## src/rtl/hopfield_pkg.sv

```systemverilog
// hopfield_pkg: shared constants, types and weight saturation for the Hebbian trainer.
package hopfield_pkg;
  localparam int N = 25;
  localparam int W = 4;
  localparam int P_MAX = 4;
  localparam int AW = $clog2(N * N);
  localparam int KW = $clog2(N);
  localparam int W_MAX = 2 ** (W - 1) - 1;
  localparam int W_MIN = -(2 ** (W - 1));
  typedef logic signed [W-1:0] weight_t;
  typedef logic [N-1:0] pattern_t;
  typedef enum logic [1:0] {IDLE, RUN, FLUSH} state_t;
  function automatic weight_t sat_w(input int s);
    return s > W_MAX ? weight_t'(W_MAX) : s < W_MIN ? weight_t'(W_MIN) : weight_t'(s);
  endfunction
endpackage

```

## src/rtl/hebb_pair_sum.sv

```systemverilog
// hebb_pair_sum: +1/-1 agreement sum of bits k and m over the stored patterns, saturated.
// ZERO_DIAG_EN: when defined, the self-link (k==m) weight is forced to zero.
module hebb_pair_sum import hopfield_pkg::*; #(
  parameter int PM = hopfield_pkg::P_MAX,
  localparam int CW = $clog2(PM + 1),
  localparam int SW = CW + 1
) (
  input  pattern_t      slots_i [PM],
  input  logic [CW-1:0] count_i,
  input  logic [KW-1:0] k_i,
  input  logic [KW-1:0] m_i,
  output weight_t       weight_o
);
  localparam logic signed [SW-1:0] ONE = SW'(1);
  logic signed [SW-1:0] acc;
  always_comb begin
    acc = '0;
    for (int i = 0; i < PM; i++)
      if (i < int'(count_i)) acc += (slots_i[i][k_i] == slots_i[i][m_i]) ? ONE : -ONE;
  end
`ifdef ZERO_DIAG_EN
  assign weight_o = (k_i == m_i) ? '0 : sat_w(int'(acc));
`else
  assign weight_o = sat_w(int'(acc));
`endif
endmodule

```

## src/rtl/hebb_trainer.sv

```systemverilog
// hebb_trainer: stores up to P_MAX binary patterns and streams the N*N Hebbian weights, one per clock.
// ZERO_DIAG_EN (handled in hebb_pair_sum) zeroes the diagonal weights without changing stream timing.
module hebb_trainer import hopfield_pkg::*; #(
  parameter int P_MAX = hopfield_pkg::P_MAX,
  localparam int CW = $clog2(P_MAX + 1)
) (
  input  logic          clk,
  input  logic          rst,
  input  pattern_t      pat_data,
  input  logic          pat_valid,
  output logic          pat_ready,
  input  logic          clear,
  input  logic          start,
  output logic          busy,
  output logic          done,
  output logic [CW-1:0] pat_count,
  output logic          w_we,
  output logic [AW-1:0] w_addr,
  output weight_t       w_data
);
  state_t state_q, state_d;
  logic [CW-1:0] cnt_q, cnt_d;
  logic [KW-1:0] k_q, k_d, m_q, m_d;
  logic we_q, we_d, done_q, done_d;
  logic [AW-1:0] addr_q, addr_d;
  weight_t data_q, data_d, pair_w;
  pattern_t slots_q [P_MAX];
  logic accept, last_m;
  hebb_pair_sum #(.PM(P_MAX)) u_sum (
    .slots_i  (slots_q),
    .count_i  (cnt_q),
    .k_i      (k_q),
    .m_i      (m_q),
    .weight_o (pair_w)
  );
  assign pat_ready = state_q == IDLE && cnt_q < CW'(P_MAX) && !start && !clear;
  assign accept = pat_valid && pat_ready;
  assign last_m = m_q == KW'(N - 1);
  assign busy = state_q != IDLE;
  assign done = done_q;
  assign pat_count = cnt_q;
  assign w_we = we_q;
  assign w_addr = addr_q;
  assign w_data = data_q;
  always_comb begin
    state_d = state_q;
    cnt_d = cnt_q;
    k_d = k_q;
    m_d = m_q;
    we_d = 1'b0;
    done_d = 1'b0;
    addr_d = addr_q;
    data_d = data_q;
    case (state_q)
      IDLE: begin
        cnt_d = clear ? '0 : cnt_q + CW'(accept);
        state_d = start && !clear ? RUN : IDLE;
        k_d = '0;
        m_d = '0;
      end
      RUN: begin
        we_d = 1'b1;
        addr_d = AW'(k_q) * AW'(N) + AW'(m_q);
        data_d = pair_w;
        m_d = last_m ? '0 : m_q + KW'(1);
        k_d = k_q + KW'(last_m);
        state_d = last_m && k_q == KW'(N - 1) ? FLUSH : RUN;
      end
      default: begin
        state_d = IDLE;
        done_d = 1'b1;
      end
    endcase
  end
  always_ff @(posedge clk) begin
    if (!rst) begin
      state_q <= IDLE;
      cnt_q <= '0;
      k_q <= '0;
      m_q <= '0;
      we_q <= 1'b0;
      done_q <= 1'b0;
      addr_q <= '0;
      data_q <= '0;
    end else begin
      state_q <= state_d;
      cnt_q <= cnt_d;
      k_q <= k_d;
      m_q <= m_d;
      we_q <= we_d;
      done_q <= done_d;
      addr_q <= addr_d;
      data_q <= data_d;
    end
  end
  // Slot contents need no reset: only the first pat_count entries are ever summed.
  always_ff @(posedge clk)
    if (accept) slots_q[cnt_q] <= pat_data;
endmodule

```

## config.mk

```make
export PLATFORM = sky130hd
export DESIGN_NAME = hebb_trainer
export DESIGN_NICKNAME = d
export VERILOG_FILES = /design/src/rtl/hopfield_pkg.sv /design/src/rtl/hebb_pair_sum.sv /design/src/rtl/hebb_trainer.sv
export SDC_FILE = /design/constraint.sdc
export NUM_CORES = 1
export LEC_CHECK = 0
export CAP_MARGIN = 20
export CORE_ASPECT_RATIO = 1.2
export CORE_MARGIN = 2
export CORE_UTILIZATION = 40
export DETAILED_ROUTE_END_ITERATION = 8
export GPL_ROUTABILITY_DRIVEN = 1
export GPL_TIMING_DRIVEN = 0
export HOLD_SLACK_MARGIN = 0.02
export MAX_ROUTING_LAYER = met4
export PLACE_DENSITY = 0.56
export SLEW_MARGIN = 20
export SYNTH_ARGS = -nofsm -noshare
export SYNTH_HDL_FRONTEND = slang
export SYNTH_SLANG_ARGS = --single-unit
```

## constraint.sdc

```tcl
create_clock -name clk -period 12.7 [get_ports clk]
set_input_delay 2.54 -clock clk [delete_from_list [all_inputs] [get_ports clk]]
set_output_delay 2.54 -clock clk [all_outputs]
set_load 0.1 [all_outputs]
```

==> run metrics <==
vias per inst approximately 5.7; syn_area_per_cell ~13 um^2; CTS tree yes; Static Leak 0.00310 uW; DR DRC count 0; Clk pin slew, worst setup/hold paths ~0.06 ns; clk sinks between 100 and 150; Max Fclk around 140 MHz; initial antenna violation count 0; synthesized cell area between 7000 and 8000 um^2; Die Width 126 um; Slowest-stage cell, CP clkdlybuf4s50_1; die area around 19000 um^2; Die Ht about 150 um; largest area contributor in the netlist edfxtp_1; CP max stage delay 1.21 ns; CTS buffer count 17; cts hold-fix bufs 0; Worst Path Buf+Inv 2; dpl hpwl ~13 mm; Unique masters post-synth 59; Final setup viols 0; register bit total from synthesis about 130; RSZ-0062 raised after global routing false; sequential element share of the synthesized area between 50% and 60%; HP Class reg2reg; CP max FO 6; setup TNS 0 ns; vias in the first global route 4995; Boundary Pins slightly above 50; critical path type in2out; gr usage total a little over a fifth; Overflow after GRT 0; Pins Over Slew Limit 0; area of the multi-input gates ~3200 um^2; core footprint approximately 18000 um^2; Synth area leaders edfxtp_1 42%, mux4_2 11%, dfxtp_1 8.7%; peak supply drop between 0.08 and 0.09 mV; required time of the critical path around 10 ns; DR iter-0 viols 370; area grow syn2layout 19.8%; setup bufs post-CTS 0; number of cell rows 53; Synth top area share between 40% and 50%; final wirelength roughly 18 mm; Mapped Cells about 530; CP Cell Sequence clkdlybuf4s50_1, nor4_1, clkdlybuf4s50_1; number of buffers added on ports 50; first-pass GRT wire length about 29 mm; ys async rst share 0%; skew final ~0.011 ns; pin count of the biggest net entering global routing 26; pwr/cell area roughly 120 nW/um^2; Initial Util 40.7%; most used cell, CP clkdlybuf4s50_1; Post-synth EDFFs 100; non-filler instance count after layout around 840; post-cts sizing count 0; Final Critical Period 7.16 ns; CP Capture Type output pin; worst path arrival time 4.62 ns; router iterations before antenna repair 5; GPL Wtd Cong ~0.92; clk_lat worst skew approximately 0.43 ns; Routed wire per std cell about 22 um; status completed; Slew @ Worst Pin ~0.97 ns; Top FF cell, synth edfxtp_1; share of layout cells above drive strength 1 between 10% and 20%; Final ANT Viol Nets 0; Longest Clk Path Bufs 2; H-tree depth 4; syn nets approximately 610; endpoints failing hold 0; Startpoint Class primary input; register area between 3000 and 4000 um^2; Tcrit/Tclk final 56.4%; Root Driver clkbuf_16; via count between 4000 and 5000; number of synthesis warnings 0; antenna cell count 0; max cap viols 0; fillers 1549; crit-path leading delay family buffers and inverters; DP Cell Count approximately 800; nets@finish between 600 and 700; max_slew headroom 35.2%
worst reg2reg max path: stages (launching register included):
cell and delay [ns]:
dfxtp_1 0.50, clkbuf_1 0.66, clkbuf_1 0.70, inv_1 0.24, nand2_1 0.11, a32oi_1 0.14
a2111oi_0 0.52, o21ai_1 0.25, xor2_1 0.21, ha_1 0.28, nor2b_1 0.14, a31oi_1 0.27
fa_1 0.47, nand2_1 0.11, and2_1 0.17, ha_1 0.24, o21a_1 0.20, o21ai_0 0.15
mux2i_1 0.12, or4_1 0.50, o21ai_1 0.12
synthesized netlist by cell type, types with 3 or more instances:
cell / count
a221oi_1: 3
o21bai_1: 3
a31oi_1: 7
clkbuf_1: 18
mux4_2: 35
or3_1: 4
mux2i_1: 18
nor2_1: 27
xnor2_1: 8
o21ai_0: 15
and3_1: 7
fa_1: 5
buf_4: 7
a22o_1: 3
nor2b_1: 8
inv_1: 31
nand3_1: 6
a21oi_1: 23
nand2_1: 44
mux4_1: 9
ha_1: 41
xor2_1: 5
nor3_1: 4
o211ai_1: 6
mux2_2: 8
a22oi_1: 6
dfxtp_1: 31
edfxtp_1: 100
o21ai_1: 3
nand3b_1: 4
a21o_1: 5
buf_2: 3
nand2b_1: 5
where the power goes:
part / switching, uW / internal [uW]
combinational: 35.7 / 23.0
clock: 210 / 294
sequential: 2.92 / 465
total: 249 / 782
per-stage QoR:
stage               setup slack, ns  util, %  hold WS (ns)  total power, uW  cell area (um^2)
global placement               5.54     45.1         0.438              535              7900
CTS                            5.53     48.7         0.452             1040              8530
detailed placement             5.53     45.3         0.443              536              7940
floorplan                      4.59        -         0.589              510              7130
global route                   5.40     48.7         0.477             1060              8530
finish                         5.54     48.7         0.448             1030              8530
layout by cell type (no fill, tap or decap), types with 8 or more instances in the layout:
cell	count
nor2_1	25
mux2_2	8
a21oi_1	23
o21ai_0	15
dfxtp_1	31
xnor2_1	8
clkbuf_1	18
edfxtp_1	100
mux4_1	9
nor2b_1	8
inv_1	31
clkdlybuf4s50_1	50
mux4_2	35
nand2_1	44
mux2i_1	18
clkbuf_16	17
ha_1	41
flip-flops by register name, summed over array words and instances, names as in the netlist:
name,count
slots_q,100
w_addr,10
k_q,5
m_q,5
w_data,4
pat_count,3
state_q,2
done,1
w_we,1
logic make-up (layout without fill, tap and decap cells):
family / count (synthesis) / in the layout / share of synthesized area (%)
adder cells (fa/ha/maj): 46 / 46 / 8.60
AO/OA/AOI/OAI: 89 / 89 / 8.22
XOR/XNOR: 15 / 15 / 2.14
flip-flops: 131 / 131 / 50.9
AND/OR/NAND/NOR: 118 / 118 / 7.94
multiplexers: 70 / 70 / 18.2
buffers and inverters: 63 / 146 / 4.07
path summary, 6_finish.rpt:
check	from	slack, ns	endpoint	cells past startpoint
worst max-delay path	clear	5.54	pat_ready	3
worst min-delay path	w_addr[7]$_SDFFE_PN0P_	0.45	w_addr[7]$_SDFFE_PN0P_	2
worst max register to register	k_q[1]$_SDFFE_PN0N_	6.52	w_data[3]$_SDFFE_PN0P_	20
worst min register to register	w_addr[7]$_SDFFE_PN0P_	0.45	w_addr[7]$_SDFFE_PN0P_	2
area by class of cell:
class                           count  share of cell area [%]
Clock inverter                     15                    1.98
Inverter                           33                    1.45
Timing Repair Buffer               51                    6.10
Clock buffer                       17                    4.99
Multi-Input combinational cell    338                    37.8
Tap cell                          220                    3.23
Sequential cell                   131                    42.5
Buffer                             30                    1.95
layer usage:
layer / track usage, % / wire (um) / share of wire [%] / vias up
li1: - / - / - / 2195
met1: 24.9 / 7560 / 41 / 2413
met2: 36.1 / 9570 / 52 / 137
met3: 4.26 / 804 / 4.4 / 32
met4: 6.81 / 408 / 2.2 / 0
met5: - / 0 / 0 / -
No activity file was read; power rests on OpenSTA's default activity.
